`config.mk`:
```
export PLATFORM = sky130hd
export DESIGN_NAME = clock_time_ctrl
export DESIGN_NICKNAME = d
export VERILOG_FILES = /design/src/rtl/clock_time_ctrl.sv
export SDC_FILE = /design/constraint.sdc
export NUM_CORES = 1
export LEC_CHECK = 0
export CORE_MARGIN = 2
export CORE_UTILIZATION = 30
export DETAILED_ROUTE_END_ITERATION = 10
export PLACE_DENSITY = 0.51
export SLEW_MARGIN = 10
export SYNTH_ARGS = -nofsm -noshare
export SYNTH_HDL_FRONTEND = slang
export SYNTH_SLANG_ARGS = --single-unit
export TNS_END_PERCENT = 50
```
`constraint.sdc`:
```
create_clock -name clk -period 5.28 [get_ports clk]
set_input_delay 0.792 -clock clk [delete_from_list [all_inputs] [get_ports clk]]
set_output_delay 0.792 -clock clk [all_outputs]
set_load 0.05 [all_outputs]
```
`src/rtl/clock_time_ctrl.sv`:
```
// Sequencer for the sec/min/hour counter chain: 1 Hz prescaler, carry ripple in RUN,
// single-field stepping in the SET modes, and the selected-field blink enable.
//
// state       | meaning
// ST_RUN      | time advances on prescaler tick, carries ripple sec->min->hour
// ST_SET_HOUR | inc key steps hours only, hour field blinks
// ST_SET_MIN  | inc key steps minutes only, minute field blinks
// ST_SET_SEC  | inc key steps seconds only, second field blinks
module clock_time_ctrl #(
  parameter int unsigned TICK_DIV  = 50000000,
  parameter int unsigned BLINK_DIV = 12500000
) (
  input  logic       clk,
  input  logic       rst_n,
  input  logic       key_mode,
  input  logic       key_inc,
  input  logic       sec_carry,
  input  logic       min_carry,
  input  logic       hour_carry,
  output logic       sec_add,
  output logic       sec_end,
  output logic       min_add,
  output logic       min_end,
  output logic       hour_add,
  output logic       hour_end,
  output logic [1:0] mode,
  output logic       blink
);

  localparam int unsigned PW = $clog2(TICK_DIV);
  localparam int unsigned BW = $clog2(BLINK_DIV);

  typedef enum logic [1:0] {
    ST_RUN      = 2'd0,
    ST_SET_HOUR = 2'd1,
    ST_SET_MIN  = 2'd2,
    ST_SET_SEC  = 2'd3
  } state_t;

  state_t          r_state;
  logic            r_mode_q;
  logic            r_inc_q;
  logic [PW-1:0]   r_presc;
  logic [BW-1:0]   r_blink_cnt;
  logic            r_blink;
  logic            r_sec_add, r_sec_end;
  logic            r_min_add, r_min_end;
  logic            r_hour_add, r_hour_end;

  logic w_mode_press;
  logic w_inc_press;
  logic w_tick;
  logic w_blink_tc;

  assign w_mode_press = key_mode & ~r_mode_q;
  assign w_inc_press  = key_inc & ~r_inc_q;
  assign w_tick       = (r_state == ST_RUN) && (r_presc == PW'(TICK_DIV - 1));
  assign w_blink_tc   = (r_blink_cnt == BW'(BLINK_DIV - 1));

  always_ff @(posedge clk) begin
    if (!rst_n) begin
      r_state     <= ST_RUN;
      r_mode_q    <= 1'b1;
      r_inc_q     <= 1'b1;
      r_presc     <= '0;
      r_blink_cnt <= '0;
      r_blink     <= 1'b0;
      r_sec_add   <= 1'b0;
      r_sec_end   <= 1'b0;
      r_min_add   <= 1'b0;
      r_min_end   <= 1'b0;
      r_hour_add  <= 1'b0;
      r_hour_end  <= 1'b0;
    end else begin
      r_mode_q   <= key_mode;
      r_inc_q    <= key_inc;
      r_sec_add  <= 1'b0;
      r_sec_end  <= 1'b0;
      r_min_add  <= 1'b0;
      r_min_end  <= 1'b0;
      r_hour_add <= 1'b0;
      r_hour_end <= 1'b0;

      if (r_state == ST_RUN) begin
        r_presc     <= w_tick ? '0 : r_presc + PW'(1);
        r_blink     <= 1'b0;
        r_blink_cnt <= '0;
        // Each field either increments or wraps; a wrap ripples one field up.
        if (w_tick) begin
          r_sec_add <= ~sec_carry;
          r_sec_end <= sec_carry;
          if (sec_carry) begin
            r_min_add <= ~min_carry;
            r_min_end <= min_carry;
            if (min_carry) begin
              r_hour_add <= ~hour_carry;
              r_hour_end <= hour_carry;
            end
          end
        end
      end else begin
        r_presc     <= '0;
        r_blink_cnt <= w_blink_tc ? '0 : r_blink_cnt + BW'(1);
        if (w_blink_tc) r_blink <= ~r_blink;
        if (w_inc_press && !w_mode_press) begin
          case (r_state)
            ST_SET_HOUR: begin
              r_hour_add <= ~hour_carry;
              r_hour_end <= hour_carry;
            end
            ST_SET_MIN: begin
              r_min_add <= ~min_carry;
              r_min_end <= min_carry;
            end
            default: begin
              r_sec_add <= ~sec_carry;
              r_sec_end <= sec_carry;
            end
          endcase
        end
      end

      // A mode change restarts the prescaler and shows the new field unblanked.
      if (w_mode_press) begin
        r_state     <= state_t'(r_state + 2'd1);
        r_presc     <= '0;
        r_blink     <= 1'b0;
        r_blink_cnt <= '0;
      end
    end
  end

  assign sec_add  = r_sec_add;
  assign sec_end  = r_sec_end;
  assign min_add  = r_min_add;
  assign min_end  = r_min_end;
  assign hour_add = r_hour_add;
  assign hour_end = r_hour_end;
  assign mode     = r_state;
  assign blink    = r_blink;

endmodule

```
# ---- Word-level counts from Yosys, hierarchy flattened
# Index checks and enable logic that the tools add are counted.
dict set report classes {
  addsub 3
  n_eq_ne 4
  muxes 30
  bitwise 10
  n_reduce_logical 8
}
# operator count
set op_table {}
lappend op_table {{$mux W1} 30}
lappend op_table {{$add A26 B1 Y26 const B} 1}
lappend op_table {{$eq A26 B26 Y1 const B} 1}
lappend op_table {{$add A24 B1 Y24 const B} 1}
lappend op_table {{$eq A24 B24 Y1 const B} 1}
lappend op_table {{$not A1 Y1} 8}
lappend op_table {{$reduce_or A4 Y1} 2}
lappend op_table {{$reduce_or A3 Y1} 1}
lappend op_table {{$add A2 B1 Y2 const B} 1}
lappend op_table {{$and A1 B1 Y1} 2}
lappend op_table {{$eq A2 B1 Y1 const B} 1}
lappend op_table {{$eq A2 B2 Y1 const B} 1}
lappend op_table {{$logic_and A1 B1 Y1} 2}
lappend op_table {{$logic_not A2 Y1} 1}
lappend op_table {{$reduce_or A2 Y1} 1}
lappend op_table {{$logic_not A1 Y1} 1}
dict set report word_totals {
  ff_bits 61
  inputBits 7
}

# ---- Longest topological paths before layout
dict set report logic_depth {
  ltp_word 6
  ltp_mapped 6
}

# ---- Least setup slack after synthesis
# No wires, ideal clock.
dict set report synth_path {
  path_type {reg2reg}
  start {register r_blink_cnt[5]}
  end {register r_blink_cnt[19]}
  setup_time_ns 0.080
  t_arrival_ns 1.774
  required_ns 5.200
  setup_slack_ns 3.426
  stages_incl_launch_ff 5
  path_buffers 0
  period_less_slack_ns 1.854
  cell_sequence {dfxtp_1 -> nand3_2 -> or4_4 -> or4_1 -> a211oi_2}
}
dict set report synth_between {
  elab_chain_cells 2
  word_cells_on_any_way 3
  classes_between {1 x add/sub; 1 x eq/ne; 1 x reduce/logical}
}
# item line
set synth_lines {}
lappend synth_lines {{from (decl)} 44} ;# logic [BW-1:0] r_blink_cnt;
lappend synth_lines {{from (signal assigned)} 103} ;# r_blink_cnt <= w_blink_tc ? '0 : r_blink_cnt + BW'(1);
lappend synth_lines {{parallel branches: the longest is 2 deep, another holds $add A24 B1 Y24} n/a}
# Several ways; the timed one is not identified.
# A chain may end at the register's enable or synchronous reset.

# ---- Worst setup path in the final report
dict set report layout_path {
  start {register r_presc[18]}
  end {register r_presc[23]}
}
dict set report layout_between {
  elab_chain_cells 3
  word_cells_on_any_way 4
  classes_between {1 x add/sub; 1 x eq/ne; 2 x reduce/logical}
}
# item line
set layout_lines {}
lappend layout_lines {{from (decl)} 43} ;# logic [PW-1:0] r_presc;
lappend layout_lines {{from (signal assigned)} 85} ;# r_presc <= w_tick ? '0 : r_presc + PW'(1);
lappend layout_lines {{parallel branches: the longest is 3 deep, another holds $add A26 B1 Y26} n/a}
# Several ways; the timed one is not identified.

==> flow_summary.toml <==
[outcome]
outcome = "complete, no violations"

[clocking]
cts_resized = 0
cts_hold_buf = 0
clk_latency_ns = 0.34
cts_sinks = 61
clk_pin_slew_ns = 0.07
cts.path.max_buffers = 2
cts_root_buf = "clkbuf_8"
htree_levels = 3
cts_tree = "built"
cts_buffers = 9
cts_setup_buffers = 0

[power_and_ir_drop]
powerDensity_nw_per_um2 = 283
leakagePower_uw = 0.000997
power_frac_seq_pct = 49.5
switching_share_pct = 21.3
p_int_uw = 742
combPwrFrac_pct = 3.3
p_clk_share_pct = 47.2
max-vdd-ir-drop_mv = 0.132
switchingPower_uw = 201

[sta]
whs_ns = 0.469
setup_slack_ns = 2.76
maxSlewViolCount = 0
tightest_slew_ns = 0.779
fin_tns_setup_ns = 0
hold_violations = 0
fin_crit_sh_pct = 47.7
maxSlewHeadroom_pct = 48.0
min_period_ns = 2.52
final.setup_skew_ns = 0.00963
grt_setup_unrepaired = "no"
finalSetupViolCount = 0
timing.fmax_mhz = 397

[floorplan]
core-area_um2 = 9240
row_count = 35
die_y_um = 102
fp.dieArea_um2 = 10300
pin_count = 16
initial_core_util_pct = 30.9
die_x_um = 102

[logic_synthesis]
synthesis.nets = 333
yosysSeqAreaShare_pct = 42.7
async_flop_share_pct = 0
syn_avg_cell_area_um2 = 8.90
yosys_warnings = 0
synth_seq_cells = 61
ys.flop_type = "dfxtp_1"
synth_edf_count = 0
netlist_area_um2 = 2860
yosysUniqueCellTypes = 49
postSynthCellCount = 321

[routing]
dr_wl_met3_um = 202
detail-route-antenna-nets = 0
drtPass1Iterations = 4
drt_iter0_drc = 42
dr_wl_met2_mm = 2.76
wl_mm = 5.96
wirelength_met1_mm = 2.95
viasPerCell = 5.04
drcViolationCount = 0
wl_per_cell_um = 12.7
top_layer_used = "met4"
vias = 2365

[global_routing]
antenna_found_initial = 0
grt_pass1_vias = 2292
grtUsageTotal_pct = 12.8
grt_max_degree = 26
overflow = 0
grt_pass1_wl_mm = 10.6

[critical_path]
cp.arrival_ns = 2.75
cp.required_ns = 5.51
ff2ff_setup_slack_ns = 2.76
end_kind = "flop"
worstSetupPathType = "reg -> reg"
worstSetupStartpointType = "flop"
reg2regPathDepth = 4
worstPathMaxFanout = 24

[cells_and_area]
final_common_cell = "dfxtp_1"
largest_register_ffs = 26
fin_area_um2 = 3330
drive_above_1_share_pct = 8.24
area_delta_synth_final_pct = 16.4
final_core_util_pct = 36.0
regMostFlops = "r_presc"
final_cell_mix = "61 x dfxtp_1, 20 x nor2_1, 18 x nand2_1"
antenna_cells = 0
finalNetCount = 347

[placed_design]
detailed_place_hpwl_mm = 4.06
gp_congestion = 0.729
port_buffers = 15
placed_cell_area_um2 = 3120
place_ws_ns = 2.42

[min_path]
worstHoldPathCells = 1
hp-class = "reg -> reg"

[flow_run]
drv_cap = 0
==> kinds of logic (layout without fill, tap and decap cells) <==
| family | after synthesis | count (layout) | share of synthesized area [%] |
|---|---|---|---|
| AND/OR/NAND/NOR | 153 | 153 | 31.3 |
| flip-flops | 61 | 61 | 42.7 |
| AO/OA/AOI/OAI | 58 | 58 | 13.3 |
| XOR/XNOR | 23 | 23 | 7.05 |
| buffers and inverters | 21 | 40 | 3.41 |
| adder cells (fa/ha/maj) | 5 | 5 | 2.19 |
==> cell usage after synthesis (2+ instances only) <==
library cell   n  area share, %
a211oi_1       9            2.4
a211oi_2       2           0.88
a21boi_0       2           0.53
a21oi_1       17            3.0
and2_1         3           0.66
and3_1         6            1.3
and4_1         3           0.92
buf_2          3           0.53
buf_6          2           0.79
clkbuf_1       8            1.1
dfxtp_1       61             43
ha_1           5            2.2
inv_1          7           0.92
nand2_1       18            2.4
nand2b_1       3           0.66
nand3_1       16            2.8
nand3b_1       2           0.53
nand4_1       15            3.3
nor2_1        20            2.6
nor2b_1        3           0.66
nor3_1        17            3.0
nor3b_1        2           0.53
nor4_1         6            1.3
o21ai_0       11            1.9
o31ai_1       11            2.9
o41ai_1        2           0.61
or2_2          2           0.44
or3_1         11            2.4
or4_1         12            3.2
or4b_1         2           0.70
xnor2_1       14            4.3
xor2_1         9            2.8
==> path summary, 6_finish.rpt <==
| path | from | to |
|---|---|---|
| setup / recovery | r_presc[18]$_SDFF_PP0_ | r_presc[23]$_SDFF_PP0_ |
| hold / removal | r_presc[0]$_SDFF_PP0_ | r_presc[0]$_SDFF_PP0_ |
| setup reg to reg | r_presc[18]$_SDFF_PP0_ | r_presc[23]$_SDFF_PP0_ |
| hold reg to reg | r_presc[0]$_SDFF_PP0_ | r_presc[0]$_SDFF_PP0_ |
==> routing by layer <==
metal | global-route usage (%) | up-vias
li1 | - | 1219
met1 | 16.0 | 1119
met2 | 20.8 | 21
met3 | 4.83 | 6
met4 | 3.43 | 0
met5 | 0 | -
==> critical path: stages (launching register included) <==
cell     delay, ns
dfxtp_1       0.36
or4_1         0.56
nor4_1        0.52
a21o_1        0.71
o21ba_2       0.25
==> final cells by class <==
type / count / area, µm²
clock buffer: 12 / 135
sequential: 61 / 1220
fill: 977 / 5910
tap: 129 / 161
multi-input combinational: 239 / 1550
inverter: 8 / 30.0
clock inverter: 4 / 72.6
timing repair buffer: 16 / 158
==> power by group through the flow <==
stage	Sequential (µW)	Clock (µW)	Combinational (µW)
2_1_floorplan	479	0	19.6
5_1_grt	467	480	35.4
6_report	467	445	30.9
3_3_place_gp	477	0	30.9
4_1_cts	467	460	31.4
3_5_place_dp	477	0	31.2
==> per-stage QoR <==
step | std cells | power, µW
finish | 469 | 942
global route | 469 | 982
CTS | 469 | 958
detailed placement | 453 | 509
global placement | 453 | 508
floorplan | 321 | 499
(Power assumes the default switching activity.)
